File: config.mk
export PLATFORM = sky130hd
export DESIGN_NAME = reg_writeback_unit
export DESIGN_NICKNAME = d
export VERILOG_FILES = /design/src/rtl/reg_writeback_unit.sv
export SDC_FILE = /design/constraint.sdc
export NUM_CORES = 1
export LEC_CHECK = 0
export CAP_MARGIN = 40
export CORE_ASPECT_RATIO = 1.25
export CORE_MARGIN = 2
export CORE_UTILIZATION = 30
export CTS_BUF_LIST = sky130_fd_sc_hd__clkbuf_8
export CTS_CLUSTER_SIZE = 24
export DETAILED_ROUTE_END_ITERATION = 10
export GPL_ROUTABILITY_DRIVEN = 1
export PLACE_DENSITY = 0.7
export SYNTH_ARGS = -nofsm -noshare
export SYNTH_HDL_FRONTEND = slang
export SYNTH_SLANG_ARGS = --single-unit
File: constraint.sdc
create_clock -name clk -period 3.5 [get_ports clk]
set_clock_uncertainty 0.1 [all_clocks]
set_input_delay 0.7 -clock clk [delete_from_list [all_inputs] [get_ports clk]]
set_output_delay 0.7 -clock clk [all_outputs]
set_load 0.01 [all_outputs]
File: src/rtl/reg_writeback_unit.sv
// MEM/WB stage driving the register file write port, with same-edge read bypass
// and a retired-write counter.
module reg_writeback_unit #(
  parameter int DATA_W = 32,
  parameter int ADDR_W = 5,
  parameter int CNT_W  = 16
) (
  input  logic              clk,
  input  logic              rst,
  input  logic              stall,
  input  logic              mem_valid,
  input  logic              mem_RegWrite,
  input  logic              mem_MemtoReg,
  input  logic [ADDR_W-1:0] mem_writeReg,
  input  logic [DATA_W-1:0] mem_ALUResult,
  input  logic [DATA_W-1:0] mem_ReadData,
  output logic              WB,
  output logic [ADDR_W-1:0] writeReg,
  output logic [DATA_W-1:0] writeData,
  input  logic [ADDR_W-1:0] readReg1,
  input  logic [ADDR_W-1:0] readReg2,
  input  logic [DATA_W-1:0] RegData1_rf,
  input  logic [DATA_W-1:0] RegData2_rf,
  output logic [DATA_W-1:0] RegData1,
  output logic [DATA_W-1:0] RegData2,
  output logic [CNT_W-1:0]  wb_count
);

  logic              wb_q, wb_d;
  logic [ADDR_W-1:0] write_reg_q, write_reg_d;
  logic [DATA_W-1:0] write_data_q, write_data_d;
  logic              hit1_q, hit1_d, hit2_q, hit2_d;
  logic [DATA_W-1:0] data1_q, data1_d, data2_q, data2_d;
  logic [CNT_W-1:0]  count_q, count_d;

  // NOTE: every signal gets a default before the conditional updates, so no
  // path leaves a variable unassigned and no latch is inferred.
  always_comb begin
    wb_d         = 1'b0;
    write_reg_d  = write_reg_q;
    write_data_d = write_data_q;
    if (!stall) begin
      wb_d         = mem_valid & mem_RegWrite & (mem_writeReg != '0);
      write_reg_d  = mem_writeReg;
      write_data_d = mem_MemtoReg ? mem_ReadData : mem_ALUResult;
    end

    // The register file samples the current write on this edge; capture it
    // here so the stale registered read can be replaced next cycle.
    hit1_d  = wb_q & (write_reg_q == readReg1) & (readReg1 != '0);
    hit2_d  = wb_q & (write_reg_q == readReg2) & (readReg2 != '0);
    data1_d = write_data_q;
    data2_d = write_data_q;

    count_d = count_q + {{(CNT_W-1){1'b0}}, wb_q};
  end

  // NOTE: sequential state uses non-blocking assignments so every flop samples
  // the pre-edge values computed above, independent of statement order.
  always_ff @(posedge clk or posedge rst) begin
    if (rst) begin
      wb_q         <= 1'b0;
      write_reg_q  <= '0;
      write_data_q <= '0;
      hit1_q       <= 1'b0;
      hit2_q       <= 1'b0;
      data1_q      <= '0;
      data2_q      <= '0;
      count_q      <= '0;
    end else begin
      wb_q         <= wb_d;
      write_reg_q  <= write_reg_d;
      write_data_q <= write_data_d;
      hit1_q       <= hit1_d;
      hit2_q       <= hit2_d;
      data1_q      <= data1_d;
      data2_q      <= data2_d;
      count_q      <= count_d;
    end
  end

  assign WB        = wb_q;
  assign writeReg  = write_reg_q;
  assign writeData = write_data_q;
  assign RegData1  = hit1_q ? data1_q : RegData1_rf;
  assign RegData2  = hit2_q ? data2_q : RegData2_rf;
  assign wb_count  = count_q;

endmodule
==> reports/results.tsv <==
stage	metric	value	unit
sta	drv_slew	0	
floorplan	start_util	30.33	%
clocking	holdBufCountCts	0	
sta	finalSetupTns	0	ps
floorplan	ioPinCount	267	
logic_synthesis	synth_cells	339	
logic_synthesis	yosysSeqAreaShare	53.03	%
logic_synthesis	yosys_warnings	0	
logic_synthesis	ys_seq_elements	88	
power_and_ir_drop	p_leak	3.028	nW
logic_synthesis	syn_nets	490	
finish	syn_to_final_growth	75.08	%
clocking	cts_setup_buffers	0	
finish	regArea	2202	µm²
critical_path	startpoint	hit1_q	
logic_synthesis	avgSynthCellArea	12.25	µm²
power_and_ir_drop	ir_drop	0.3035	mV
floorplan	die_width	109.2	µm
drt	routed_wl	13610	µm
sta	setup_violations	0	
sta	max_freq	354.4	MHz
floorplan	core_area	13690	µm²
hold_path	min_path_cells	0	
finish	fin_nets	753	
logic_synthesis	synth_area	4153	µm²
sta	rsz0062_at_grt	no	
hold_path	holdCritPathClass	reg -> reg	
clocking	cts_max_path_buffers	2	
critical_path	cp_max_fo	32	
critical_path	crit_type	reg -> out	
critical_path	crit_path_start_kind	register	
critical_path	timing.rr.start	WB	
critical_path	worstPathRequired	2700	ps
finish	multi_input_area	1854	µm²
clocking	cts_buffers	9	
global_routing	grt.total_usage	17.70	%
placed_design	portBuffers	266	
clocking	cts_tree	yes	
critical_path	r2r_cells	5	
drt	drt-initial-drc-count	113	
sta	hold_viol	0	
logic_synthesis	synth.distinct_cells	25	
finish	fillCellCount	1229	
drt	vias	3611	
global_routing	antenna_found_initial	0	
drt	dr.pass1.iters	4	
global_routing	grt_max_degree	89	
clocking	cts-htree-levels	3	
clocking	cts_sinks	88	
floorplan	num_rows	48	
power_and_ir_drop	power	0.002715	W
clocking	path_clk_slew	90	ps
clocking	cts-root-buf	clkbuf_8	
global_routing	grt_overflow	0	
drt	wl_per_cell	17.40	µm
drt	vias_per_cell	4.618	
hold_path	worstHoldStart	writeData[18]	
drt	ant_nets	0	
placed_design	place.gp.congestion	0.7731	
sta	tightest_slew	556.8	ps
clocking	cts_resized	0	
finish	drive_gt1_share	15.84	%
power_and_ir_drop	power.density	373.4	nW/µm²
floorplan	dieArea	14810	µm²
placed_design	dp_hpwl	10560	µm
critical_path	cp-end-kind	primary output	
critical_path	worstPathArrival	2020	ps
clocking	clk_latency	350	ps
drt	route.detailed.drc	0	
sta	min_period	2822	ps
job	cap_violations	0	
global_routing	grt_pass1_vias	3636	
outcome	status	finished, final reports clean	
floorplan	die_h	135.5	µm
sta	maxSlewHeadroom	62.88	%
global_routing	grt_pass1_wl	19680	µm
sta	period_share	80.63	%
==> layout make-up <==
class | count | share of cell area [%]
tap | 175 | 3.012
clock inverter | 6 | 1.497
sequential | 88 | 30.29
antenna | 1 | 0.03442
multi-input combinational | 229 | 25.50
clock buffer | 9 | 1.704
inverter | 2 | 0.1377
timing repair buffer | 272 | 37.82
==> synthesized netlist by cell type <==
library cell	n	area share, %
dfrtp_1	88	53
o21ai_1	30	3.6
inv_1	2	0.18
ha_1	2	0.60
nand4_1	1	0.15
nor4_2	4	1.2
xor2_1	11	2.3
nand3_1	7	0.84
mux2_2	64	17
or3_1	2	0.30
nand4_2	1	0.30
mux2i_1	32	7.7
nand2_1	41	3.7
o21ai_0	2	0.24
nand3_2	2	0.48
mux2_1	5	1.4
buf_2	11	1.3
nor4_1	1	0.15
nand4_4	1	0.51
a211oi_1	2	0.36
xnor2_1	11	2.3
or4_1	1	0.18
nor3_1	4	0.48
clkbuf_1	9	0.81
nor2_1	5	0.45
==> cell families (layout without fill, tap and decap cells) <==
family          after synthesis  after routing  share of synthesized area [%]
compound gates               34             34                          4.218
xor+xnor                     22             22                          4.640
fa+ha+maj                     2              2                         0.6025
buf+inv                      22            289                          2.320
flops                        88             88                          53.03
mux                         101            101                          26.42
other cells                   0              1                              0
simple gates                 70             70                          8.768
==> registers in the layout, summed over array words and instances (netlist names) <==
name and count:
data2_q 32, wb_count 16, writeData 32, writeReg 5, hit1_q 1, WB 1, hit2_q 1
==> critical path, stage by stage, from the launching register on <==
cell             delay (ps)
dfrtp_1                 330
buf_4                   410
mux2_2                  410
clkdlybuf4s50_1         490
==> cells in the final DEF (no fill, tap or decap), types with 2 or more instances in the layout <==
cell,netlist,final
clkdlybuf4s50_1,0,264
dfrtp_1,88,88
mux2_2,64,64
nand2_1,41,41
mux2i_1,32,32
o21ai_1,30,30
xor2_1,11,11
xnor2_1,11,11
clkbuf_8,0,9
nand3_1,7,7
nor2_1,5,5
mux2_1,5,5
nor4_2,4,4
nor3_1,4,4
bufinv_16,0,3
buf_4,0,3
nand3_2,2,2
or3_1,2,2
a211oi_1,2,2
o21ai_0,2,2
ha_1,2,2
clkinv_2,0,2
buf_2,11,2
buf_16,0,2
==> where the power goes <==
part / switching [W] / total (W) / internal, W
logic: 0.000235 / 0.000661 / 0.000426
clock network: 0.000351 / 0.000820 / 0.000469
registers: 0.000108 / 0.00123 / 0.00113
==> through the flow <==
| stage | instance area (µm²) | util, % | instances | worst slack, ps | hold slack (ps) |
|---|---|---|---|---|---|
| after floorplan | 4153 | - | 339 | 421.4 | 334.4 |
| after global routing | 7268 | 53.08 | 781 | 592.8 | 300.5 |
| final | 7271 | 53.10 | 782 | 678.1 | 298.0 |
| after global placement | 6980 | 50.98 | 764 | 812.7 | 281.6 |
| after CTS | 7268 | 53.08 | 781 | 641.1 | 302.5 |
| after detailed placement | 7036 | 51.38 | 766 | 815.5 | 283.3 |
==> routing by layer <==
layer / GRT usage [%] / share of wire (%) / up-vias
li1: - / - / 1717
met1: 19.48 / 36 / 1716
met2: 31.92 / 52 / 160
met3: 5.147 / 11 / 18
met4: 6.470 / 1.6 / 0
met5: 0 / 0 / -
==> path summary, 6_finish.rpt <==
check | to | slack (ps)
setup / recovery | RegData1[30] | 680
hold / removal | data2_q[18] | 300
setup reg to reg | wb_count[10] | 1850
hold reg to reg | data2_q[18] | 300
max in group asynchronous | writeData[22] | 2230
min in group asynchronous | wb_count[15] | 700
Power figures use the tool's default switching activity.
